File: src/rtl/perf_mon_pkg.sv
// Shared types and constants for the ap_ctrl handshake performance monitor.
package perf_mon_pkg;

  typedef enum logic [1:0] {
    IDLE = 2'd0,
    RUN  = 2'd1,
    HOLD = 2'd2
  } mon_state_e;

  typedef enum logic [2:0] {
    FLD_INVOC       = 3'd0,
    FLD_LAT_LAST    = 3'd1,
    FLD_LAT_MIN     = 3'd2,
    FLD_LAT_MAX     = 3'd3,
    FLD_BUSY_TOTAL  = 3'd4,
    FLD_STALL_TOTAL = 3'd5,
    FLD_STATUS      = 3'd6,
    FLD_RSVD        = 3'd7
  } mon_field_e;

  // STATUS word layout: {.., ovf, finish_seen, state[1:0]}
  localparam int STAT_STATE_LSB = 0;
  localparam int STAT_FIN_BIT   = 2;
  localparam int STAT_OVF_BIT   = 3;

endpackage

File: src/rtl/ap_ctrl_chan_counter.sv
// One monitored handshake channel: tracking FSM plus saturating counters.
module ap_ctrl_chan_counter
  import perf_mon_pkg::*;
#(
  parameter int CNT_W = 32
) (
  input  logic             clock,
  input  logic             reset,
  input  logic             clear,
  input  logic             cnt_en,
  input  logic             ap_start,
  input  logic             ap_done,
  input  logic             ap_continue,
  output logic [CNT_W-1:0] invoc,
  output logic [CNT_W-1:0] lat_last,
  output logic [CNT_W-1:0] lat_min,
  output logic [CNT_W-1:0] lat_max,
  output logic [CNT_W-1:0] busy_total,
  output logic [CNT_W-1:0] stall_total,
  output logic [1:0]       state,
  output logic             ovf
);

  localparam logic [CNT_W-1:0] ONES = '1;
  localparam logic [CNT_W-1:0] ONE  = CNT_W'(1);

  mon_state_e       st, st_nxt;
  logic [CNT_W-1:0] lat, lat_cur;
  logic             starting, completing, stalling, working, lat_upd, lat_sat, ovf_hit;

  function automatic logic [CNT_W-1:0] sat_inc(input logic [CNT_W-1:0] v);
    return (v == ONES) ? v : v + ONE;
  endfunction

  assign state = st;

  // Next state and per-cycle events; lat_cur is the latency including this cycle
  always_comb begin
    st_nxt     = st;
    starting   = 1'b0;
    completing = 1'b0;
    stalling   = 1'b0;
    working    = 1'b0;
    lat_cur    = lat;
    case (st)
      IDLE: begin
        if (ap_start) begin
          starting = 1'b1;
          working  = 1'b1;
          lat_cur  = ONE;
          if (ap_done) begin
            completing = 1'b1;
            stalling   = !ap_continue;
            st_nxt     = ap_continue ? IDLE : HOLD;
          end else begin
            st_nxt = RUN;
          end
        end
      end
      RUN: begin
        working = 1'b1;
        lat_cur = sat_inc(lat);
        if (ap_done) begin
          completing = 1'b1;
          stalling   = !ap_continue;
          st_nxt     = ap_continue ? IDLE : HOLD;
        end
      end
      HOLD: begin
        working = 1'b1;
        if (ap_continue) st_nxt = IDLE;
        else             stalling = 1'b1;
      end
      default: st_nxt = IDLE;
    endcase
    lat_upd = starting || (st == RUN);
    lat_sat = (lat_cur == ONES);
    ovf_hit = (starting && (sat_inc(invoc) == ONES)) ||
              (lat_upd  && lat_sat) ||
              (working  && (sat_inc(busy_total) == ONES)) ||
              (stalling && (sat_inc(stall_total) == ONES));
  end

  // State register and gated counter updates; clear behaves like reset
  always_ff @(posedge clock) begin
    if (!reset || clear) begin
      st          <= IDLE;
      lat         <= '0;
      invoc       <= '0;
      lat_last    <= '0;
      lat_min     <= ONES;
      lat_max     <= '0;
      busy_total  <= '0;
      stall_total <= '0;
      ovf         <= 1'b0;
    end else begin
      st <= st_nxt;
      if (cnt_en) begin
        if (starting) invoc <= sat_inc(invoc);
        if (lat_upd)  lat <= lat_cur;
        if (completing) begin
          lat_last <= lat_cur;
          if (!lat_sat) begin
            if (lat_cur < lat_min) lat_min <= lat_cur;
            if (lat_cur > lat_max) lat_max <= lat_cur;
          end
        end
        if (working)  busy_total  <= sat_inc(busy_total);
        if (stalling) stall_total <= sat_inc(stall_total);
        if (ovf_hit)  ovf <= 1'b1;
      end
    end
  end

endmodule

File: src/rtl/ap_ctrl_perf_monitor.sv
// N-channel ap_ctrl_hs/ap_ctrl_chain performance monitor with registered readout.
module ap_ctrl_perf_monitor
  import perf_mon_pkg::*;
#(
  parameter int NUM_CH   = 4,
  parameter int CNT_W    = 32,
  parameter int CH_IDX_W = (NUM_CH > 1) ? $clog2(NUM_CH) : 1
) (
  input  logic                clock,
  input  logic                reset,
  input  logic                enable,
  input  logic                clear,
  input  logic                finish,
  input  logic [NUM_CH-1:0]   ap_start,
  input  logic [NUM_CH-1:0]   ap_done,
  input  logic [NUM_CH-1:0]   ap_continue,
  input  logic [CH_IDX_W-1:0] rd_ch,
  input  logic [2:0]          rd_field,
  output logic [CNT_W-1:0]    rd_data,
  output logic [NUM_CH-1:0]   busy,
  output logic [NUM_CH-1:0]   ovf
);

  logic             finish_seen, cnt_en;
  logic [CNT_W-1:0] invoc_a  [NUM_CH];
  logic [CNT_W-1:0] last_a   [NUM_CH];
  logic [CNT_W-1:0] min_a    [NUM_CH];
  logic [CNT_W-1:0] max_a    [NUM_CH];
  logic [CNT_W-1:0] busyt_a  [NUM_CH];
  logic [CNT_W-1:0] stallt_a [NUM_CH];
  logic [1:0]       state_a  [NUM_CH];
  logic [CNT_W-1:0] fld;

  // End-of-run latch: once finish is seen, counters stay frozen until clear/reset
  always_ff @(posedge clock) begin
    if (!reset || clear) finish_seen <= 1'b0;
    else if (finish)     finish_seen <= 1'b1;
  end

  assign cnt_en = enable && !finish && !finish_seen;

  for (genvar g = 0; g < NUM_CH; g++) begin : g_ch
    ap_ctrl_chan_counter #(.CNT_W(CNT_W)) u_chan (
      .clock       (clock),
      .reset       (reset),
      .clear       (clear),
      .cnt_en      (cnt_en),
      .ap_start    (ap_start[g]),
      .ap_done     (ap_done[g]),
      .ap_continue (ap_continue[g]),
      .invoc       (invoc_a[g]),
      .lat_last    (last_a[g]),
      .lat_min     (min_a[g]),
      .lat_max     (max_a[g]),
      .busy_total  (busyt_a[g]),
      .stall_total (stallt_a[g]),
      .state       (state_a[g]),
      .ovf         (ovf[g])
    );
    assign busy[g] = (state_a[g] != IDLE);
  end

  // Field select; unknown channels and the reserved code read as zero
  always_comb begin
    fld = '0;
    for (int i = 0; i < NUM_CH; i++) begin
      if (rd_ch == CH_IDX_W'(i)) begin
        case (mon_field_e'(rd_field))
          FLD_INVOC:       fld = invoc_a[i];
          FLD_LAT_LAST:    fld = last_a[i];
          FLD_LAT_MIN:     fld = min_a[i];
          FLD_LAT_MAX:     fld = max_a[i];
          FLD_BUSY_TOTAL:  fld = busyt_a[i];
          FLD_STALL_TOTAL: fld = stallt_a[i];
          FLD_STATUS: begin
            fld[STAT_OVF_BIT]         = ovf[i];
            fld[STAT_FIN_BIT]         = finish_seen;
            fld[STAT_STATE_LSB +: 2]  = state_a[i];
          end
          default:         fld = '0;
        endcase
      end
    end
  end

  // Registered readout, one cycle behind the index/field presentation
  always_ff @(posedge clock) begin
    if (!reset) rd_data <= '0;
    else        rd_data <= fld;
  end

endmodule
File: config.mk
export PLATFORM = sky130hd
export DESIGN_NAME = ap_ctrl_perf_monitor
export DESIGN_NICKNAME = d
export VERILOG_FILES = /design/src/rtl/perf_mon_pkg.sv /design/src/rtl/ap_ctrl_chan_counter.sv /design/src/rtl/ap_ctrl_perf_monitor.sv
export SDC_FILE = /design/constraint.sdc
export NUM_CORES = 2
export LEC_CHECK = 0
export BUFFER_PORTS_ARGS = -buffer_cell sky130_fd_sc_hd__buf_4
export CAP_MARGIN = 40
export CORE_MARGIN = 4
export CORE_UTILIZATION = 45
export CTS_CLUSTER_SIZE = 25
export DETAILED_ROUTE_END_ITERATION = 6
export GPL_TIMING_DRIVEN = 0
export PLACE_DENSITY = 0.58
export SLEW_MARGIN = 20
export SYNTH_ARGS = -nofsm -noshare
export SYNTH_HDL_FRONTEND = slang
export SYNTH_SLANG_ARGS = --single-unit
File: constraint.sdc
create_clock -name clock -period 13 [get_ports clock]
set_clock_uncertainty 0.2 [all_clocks]
set_input_delay 1.3 -clock clock [delete_from_list [all_inputs] [get_ports clock]]
set_output_delay 1.3 -clock clock [all_outputs]
set_load 0.005 [all_outputs]
# Word level (Yosys, flattened, before mapping)
# Index checks and enable logic that the tools add are counted.
dict set report totals {
  regBits 941
  latch_bits 0
  mem_bits_rw 0
  romBits 0
  in_bits 22
  output_inout_bits 40
  wordCells 319
  mem_count 0
}
dict set report classes {
  add_sub_neg 16
  multipliers 0
  div_mod_pow 0
  order_cmp 8
  n_eq_ne 61
  shifts 0
  n_mux 100
  bitwise 4
  n_reduce_logical 92
}
# cell count
set op_table {}
lappend op_table {{$eq A32 B32 Y1 const B} 32}
lappend op_table {{$mux W32} 24}
lappend op_table {{$pmux W28 S7} 3}
lappend op_table {{$add A32 B1 Y32 const B} 16}
lappend op_table {{$pmux W32 S2} 4}
lappend op_table {{$pmux W28 S6} 1}
lappend op_table {{$gt A32 B32 Y1} 4}
lappend op_table {{$lt A32 B32 Y1} 4}
lappend op_table {{$pmux W4 S7} 4}
lappend op_table {{$reduce_and A2 Y1} 24}
lappend op_table {{$mux W2} 20}
lappend op_table {{$reduce_and A4 Y1} 8}
lappend op_table {{$mux W1} 28}
lappend op_table {{$ne A2 B2 Y1 const B} 12}
lappend op_table {{$pmux W2 S3} 4}
lappend op_table {{$logic_and A1 B1 Y1} 18}
lappend op_table {{$logic_or A1 B1 Y1} 17}
lappend op_table {{$pmux W1 S2} 8}
lappend op_table {{$eq A2 B2 Y1 const B} 6}
lappend op_table {{$pmux W1 S3} 4}
lappend op_table {{$reduce_and A3 Y1} 4}
lappend op_table {{$eq A2 B1 Y1 const B} 5}
lappend op_table {{$logic_not A2 Y1} 5}
lappend op_table {{$eq A3 B3 Y1 const B} 3}
lappend op_table {{other kinds (7)} 23}

# Depth between registers and ports, before layout
dict set report logic_depth {
  depth_word 9
  depth_mapped 23
  mapped_depth_nobuf 18
}

# Hierarchy
# A second synthesis with hierarchy kept.
dict set report unflattened {
  hier_cells 7956
  area_unflattened_um2 61895.6
}
# mod n_inst cells_each area_each_um2 seq_area_each_um2
set modules_own_cells {}
lappend modules_own_cells {{ap_ctrl_chan_counter (g_ch[0].u_chan ...)} 2 1769 13601.8 4544.4}
lappend modules_own_cells {{ap_ctrl_chan_counter (g_ch[1].u_chan)} 1 1754 13430.4 4544.4}
lappend modules_own_cells {{ap_ctrl_chan_counter (g_ch[3].u_chan)} 1 1705 13277.7 4544.4}
lappend modules_own_cells {ap_ctrl_perf_monitor 1 959 7983.9 660.6}

# Worst setup path after synthesis
# No wires, ideal clock.
dict set report synth_path {
  path_type {register -> register}
  startpoint {register g_ch[1].u_chan.lat[0]}
  endpoint {register g_ch[1].u_chan.lat_min[24]}
  setup_ns 0.072
  arrival_ns 4.805
  required_ns 12.728
  slack_ns 7.924
  path_stages_with_launch 21
  path_buffers 3
  synth_period_minus_slack_ns 5.076
  path_cell_list {dfxtp_1 -> ha_1 -> nand3_1 -> or4_1 -> clkbuf_1 -> clkbuf_1 -> o211a_1 -> and3_1 -> a221oi_1 -> inv_1 -> ha_1 -> a21o_1 -> a21o_1 -> a21o_1 -> a21oi_1 -> o21ai_0 -> a2111oi_0 -> a21oi_1 -> a21oi_2 -> buf_2 -> mux2i_1}
}
dict set report synth_via {
  elab_chain_cells 6
  elab_cells_between_ends 9
  classes_between {1 x add/sub; 1 x order compare; 2 x eq/ne; 3 x mux; 1 x bitwise; 1 x reduce/logical}
}
# item line_no
set synth_rtl {}
lappend synth_rtl {{start, declared} ap_ctrl_chan_counter.sv:28} ;# logic [CNT_W-1:0] lat, lat_cur;
lappend synth_rtl {{start signal, assigned} ap_ctrl_chan_counter.sv:100} ;# if (lat_upd) lat <= lat_cur;
lappend synth_rtl {{$add A32 B1 Y32 / $eq A32 B32 Y1 (equally long branches)} ap_ctrl_chan_counter.sv:32} ;# return (v == ONES) ? v : v + ONE;
lappend synth_rtl {{$mux W32 *} ap_ctrl_chan_counter.sv:32}
lappend synth_rtl {{$pmux W32 S2 *} ap_ctrl_chan_counter.sv:45} ;# case (st)
lappend synth_rtl {{net g_ch[1].u_chan.lat_cur[25]} ap_ctrl_chan_counter.sv:28}
lappend synth_rtl {{parallel branches: the longest is 2 deep, another holds $lt A32 B32 Y1} -}
lappend synth_rtl {{$reduce_and A4 Y1 (no line) *} -}
lappend synth_rtl {{end signal, assigned} ap_ctrl_chan_counter.sv:104} ;# if (lat_cur < lat_min) lat_min <= lat_cur;
lappend synth_rtl {{end, declared} ap_ctrl_chan_counter.sv:16} ;# output logic [CNT_W-1:0] lat_min,
# Mark *: on every way through the listed nets, which the timed path passes.
# A chain may end at the register's enable or synchronous reset.

# Worst setup path after layout
dict set report layout_path {
  startpoint {register g_ch[3].u_chan.st[1]}
  endpoint {register g_ch[3].u_chan.lat_max[26]}
}
dict set report layout_via {
  elab_chain_cells 5
  elab_cells_between_ends 8
  classes_between {1 x order compare; 2 x eq/ne; 2 x mux; 1 x bitwise; 2 x reduce/logical}
}
# item line_no
set layout_rtl {}
lappend layout_rtl {{start, declared} ap_ctrl_chan_counter.sv:27} ;# mon_state_e st, st_nxt;
lappend layout_rtl {{start signal, assigned} ap_ctrl_chan_counter.sv:97} ;# st <= st_nxt;
lappend layout_rtl {{$eq A2 B1 Y1 / $logic_not A2 Y1 (equally long branches)} ap_ctrl_chan_counter.sv:45}
lappend layout_rtl {{$pmux W32 S2 *} ap_ctrl_chan_counter.sv:45}
lappend layout_rtl {{net g_ch[3].u_chan.lat_cur[30]} ap_ctrl_chan_counter.sv:28}
lappend layout_rtl {{parallel branches: the longest is 2 deep, another holds $gt A32 B32 Y1} -}
lappend layout_rtl {{$reduce_and A4 Y1 (no line) *} -}
lappend layout_rtl {{end signal, assigned} ap_ctrl_chan_counter.sv:105} ;# if (lat_cur > lat_max) lat_max <= lat_cur;
lappend layout_rtl {{end, declared} ap_ctrl_chan_counter.sv:17} ;# output logic [CNT_W-1:0] lat_max,
# Marks and branches as above.

==> results.toml <==
[run_status]
outcome = "completed"

[clock_network]
cts_num_sinks = 941
cts_repair_resize_count = 0
insertion_delay_ns = 0.76
clk_transition_reported_paths_ns = 0.06
tritoncts = "done"
cts-root-buf = "sky130_fd_sc_hd__clkbuf_16"
hold_buffers = 0
cts_max_level = 3
setup_fix_bufs_post_cts = 0
cts_inserted_buffers = 111
ctsLongestPathBuffers = 3

[critical_path]
cp_num_buf_inv = 8
cp_num_cells = 18
worstPathCellList = "inv_1 > ha_1 > clkbuf_1 > inv_1 > clkbuf_1 > clkbuf_1 > a21oi_1 > o21ai_0 > inv_1 > ha_1 > nand3_1 > nor3_1 > nand2_1 > or4_1 > o211ai_1 > clkbuf_1 > clkbuf_1 > o221a_2"
worst_r2r_startpoint = "g_ch[3].u_chan.state[1]$_SDFFE_PP0P_"
worst_path_max_delay_cell = "sky130_fd_sc_hd__o21ai_0"
crit_path_max_fanout = 10
r2r-end = "g_ch[3].u_chan.lat_max[26]$_SDFFE_PP0P_"
reg2reg_setup_slack_ns = 6.25
critical_path_class = "register to register"
worst_ep_required_time_ns = 13.48
worstSetupEndpointType = "register"
endpoint = "g_ch[3].u_chan.lat_max[26]$_SDFFE_PP0P_"
path_delay_family = "buffers and inverters"
ff2ff_path_depth = 18
critical_path.most_common_cell = "sky130_fd_sc_hd__clkbuf_1"
max_stage_delay_ns = 0.67
critical_path_arrival_ns = 7.23
timing.critical_path.from_type = "register"
startpoint = "g_ch[3].u_chan.state[1]$_SDFFE_PP0P_"

[cells_and_area]
fin_nets = 8235
instances_no_fill = 9772
area_growth_pct = 13.1
regArea_um2 = 18800
fillCellCount = 12900
post_route_cells_drive_above_1_share = 0.0679
multiInputGateArea_um2 = 36400

[synthesis]
synth.area.top_cells = "sky130_fd_sc_hd__dfxtp_1, sky130_fd_sc_hd__nor2_1, sky130_fd_sc_hd__ha_1"
top_post_synthesis_cells_by_count = "sky130_fd_sc_hd__nor2_1, sky130_fd_sc_hd__dfxtp_1, sky130_fd_sc_hd__nand2_1"
commonest_register_cell_after_synthesis = "sky130_fd_sc_hd__dfxtp_1"
postSynthRegisterBits = 941
seq_area_frac_synth = 0.321
synth_edf_count = 0
synth_area_per_inst_um2 = 7.68
yosysTopAreaCellShare = 0.321
synth_top_area_cell = "sky130_fd_sc_hd__dfxtp_1"
synth_fp_nets = 7942
fraction_of_registers_with_async_set_or_reset_after_synthesis = 0
yosys_warnings = 0
post_synth_instance_area_um2 = 58600
distinct_cell_type_count_after_synthesis = 92
synth_most_common_cell = "sky130_fd_sc_hd__nor2_1"
post_synth_inst_count = 7636

[routing]
route.final.wire_length_um = 280000
detailedRoute.firstIterationViolations = 8826
drc_errors = 0
via_count = 62900
post_drt_via_cell_ratio = 6.43
detail-route-antenna-nets = 0
drt_pass1_iterations = 7
post_drt_wl_per_cell_um = 28.7

[global_routing]
globalRouteTotalUtil = 0.394
grt-ovfl-total = 0
grt_first_pass_wirelength_um = 400000
first_global_vias = 57100
grt_start_max_net_pins = 15
antenna_found_initial = 19

[sta]
final-max-slew-violation-count = 0
slew-limit-headroom = 0.284
grt_setup_unrepaired = "false"
postLayoutSetupSlackWorst_ns = 6.25
count_of_final_hold_check_violations = 0
total_negative_setup_slacks_ns = 0
timing.final.setup_violations = 0
max_freq_ghz = 0.148
period_share = 0.519
hold_ws_ns = 0.260
timing_worst_slew_pin_value_ns = 1.07
layout_min_cycle_time_ns = 6.75

[run]
max_cap_violations = 0

[placement]
placed_cells_incl_taps = 9536
placement.io_buffers = 61
pre_cts_ws_ns = 6.16
routabilityCongestion = 1.05
dp.final_hpwl_um = 220000

[power_and_ir_drop]
max-vdd-ir-drop_uv = 122
power.density_cell_area_nw_per_um2 = 103
power.static_leakage_nw = 23.8

[floorplanning]
floorplan.core_area_um2 = 129000
die-height_um = 369
i_o_pins = 62
floorplan.initialDensity = 0.453
die_x_um = 369
fp-row-count = 132
fp.dieArea_um2 = 136000

[worst_hold_path]
hold_path.class = "register to register"
holdPathStages = 2
## worst min-delay path by stage
stage                                                   startpoint                                        to  slack [ns]
after floorplan            g_ch[0].u_chan.lat_last[0]$_SDFFE_PP0P_   g_ch[0].u_chan.lat_last[0]$_SDFFE_PP0P_        0.24
after detailed placement   g_ch[1].u_chan.lat_last[5]$_SDFFE_PP0P_   g_ch[1].u_chan.lat_last[5]$_SDFFE_PP0P_        0.25
after CTS                  g_ch[1].u_chan.lat_last[5]$_SDFFE_PP0P_   g_ch[1].u_chan.lat_last[5]$_SDFFE_PP0P_        0.26
after global placement    g_ch[3].u_chan.lat_last[10]$_SDFFE_PP0P_  g_ch[3].u_chan.lat_last[10]$_SDFFE_PP0P_        0.24
after global routing       g_ch[1].u_chan.lat_last[9]$_SDFFE_PP0P_   g_ch[1].u_chan.lat_last[9]$_SDFFE_PP0P_        0.27
final                     g_ch[1].u_chan.lat_last[20]$_SDFFE_PP0P_  g_ch[1].u_chan.lat_last[20]$_SDFFE_PP0P_        0.26
## registers in the layout, summed over array words and instances, names as in the netlist
register	cells
g_ch.u_chan.ovf	4
g_ch.u_chan.lat_max	128
rd_data	32
g_ch.u_chan.lat_last	128
g_ch.u_chan.state	8
g_ch.u_chan.lat	128
finish_seen	1
g_ch.u_chan.stall_total	128
g_ch.u_chan.invoc	128
g_ch.u_chan.lat_min	128
g_ch.u_chan.busy_total	128
## power by group
group | switching, mW | internal, mW
Sequential | 0.0290 | 2.91
Combinational | 0.445 | 0.152
Clock | 1.39 | 1.89
Total | 1.87 | 4.96
## metrics by stage
| step | cell area [um^2] | util | total power, mW |
|---|---|---|---|
| floorplan | 58600 | - | 3.29 |
| global placement | 61300 | 0.473 | 3.54 |
| detailed placement | 62300 | 0.481 | 3.57 |
| CTS | 66100 | 0.510 | 6.81 |
| global route | 66200 | 0.512 | 6.97 |
| finish | 66300 | 0.512 | 6.82 |
## area by class of cell
class	count	area share
well taps	1742	0.0329
multi-input cells	5770	0.549
inverters	377	0.0213
plain buffers	548	0.0324
clock buffers	154	0.0495
clock inverters	45	0.00723
repair buffers	180	0.0231
flip-flops and latches	941	0.284
diodes	15	0.000566
## worst register-to-register path, stage by stage, from the launching register on
cell	delay (ns)
sky130_fd_sc_hd__dfxtp_1	0.51
sky130_fd_sc_hd__inv_1	0.13
sky130_fd_sc_hd__ha_1	0.20
sky130_fd_sc_hd__clkbuf_1	0.20
sky130_fd_sc_hd__inv_1	0.19
sky130_fd_sc_hd__clkbuf_1	0.49
sky130_fd_sc_hd__clkbuf_1	0.61
sky130_fd_sc_hd__a21oi_1	0.07
sky130_fd_sc_hd__o21ai_0	0.67
sky130_fd_sc_hd__inv_1	0.34
sky130_fd_sc_hd__ha_1	0.39
sky130_fd_sc_hd__nand3_1	0.11
sky130_fd_sc_hd__nor3_1	0.51
sky130_fd_sc_hd__nand2_1	0.13
sky130_fd_sc_hd__or4_1	0.53
sky130_fd_sc_hd__o211ai_1	0.16
sky130_fd_sc_hd__clkbuf_1	0.45
sky130_fd_sc_hd__clkbuf_1	0.52
sky130_fd_sc_hd__o221a_2	0.29
## cells by family after synthesis
| group | count (synthesis) | share of synthesized area |
|---|---|---|
| simple gates | 3189 | 0.259 |
| buf+inv | 925 | 0.0603 |
| compound gates | 1672 | 0.200 |
| mux | 220 | 0.0378 |
| fa+ha+maj | 284 | 0.0606 |
| flops | 941 | 0.321 |
| xor+xnor | 405 | 0.0605 |
## routing by layer
metal,part of all wire,vias up,global-route usage
met5,0.00066,-,0
met1,0.41,30200,0.525
met4,0.063,14,0.215
li1,-,28200,-
met2,0.41,3592,0.575
met3,0.11,788,0.108
## cells in the final DEF, fill, tap and decap left out, types with 32 or more instances in the layout
cell type / n
sky130_fd_sc_hd__and3_1: 119
sky130_fd_sc_hd__a22oi_1: 362
sky130_fd_sc_hd__nor4_1: 95
sky130_fd_sc_hd__nor3_1: 230
sky130_fd_sc_hd__ha_1: 284
sky130_fd_sc_hd__or3_1: 79
sky130_fd_sc_hd__buf_2: 60
sky130_fd_sc_hd__o21ai_0: 157
sky130_fd_sc_hd__inv_1: 376
sky130_fd_sc_hd__a21oi_1: 279
sky130_fd_sc_hd__nand4_1: 248
sky130_fd_sc_hd__nor2_1: 1100
sky130_fd_sc_hd__nand2_1: 713
sky130_fd_sc_hd__nor2b_1: 32
sky130_fd_sc_hd__dfxtp_1: 941
sky130_fd_sc_hd__o211ai_1: 36
sky130_fd_sc_hd__a31oi_1: 198
sky130_fd_sc_hd__xnor2_1: 143
sky130_fd_sc_hd__nand3_1: 294
sky130_fd_sc_hd__a21o_1: 91
sky130_fd_sc_hd__and4_1: 68
sky130_fd_sc_hd__mux2i_1: 208
sky130_fd_sc_hd__clkbuf_1: 485
sky130_fd_sc_hd__buf_4: 90
sky130_fd_sc_hd__clkbuf_16: 114
sky130_fd_sc_hd__o221a_2: 37
sky130_fd_sc_hd__buf_6: 36
sky130_fd_sc_hd__a41oi_1: 32
sky130_fd_sc_hd__a211oi_1: 153
sky130_fd_sc_hd__and2_1: 50
sky130_fd_sc_hd__xor2_1: 262
No activity file was read; power rests on OpenSTA's default activity.
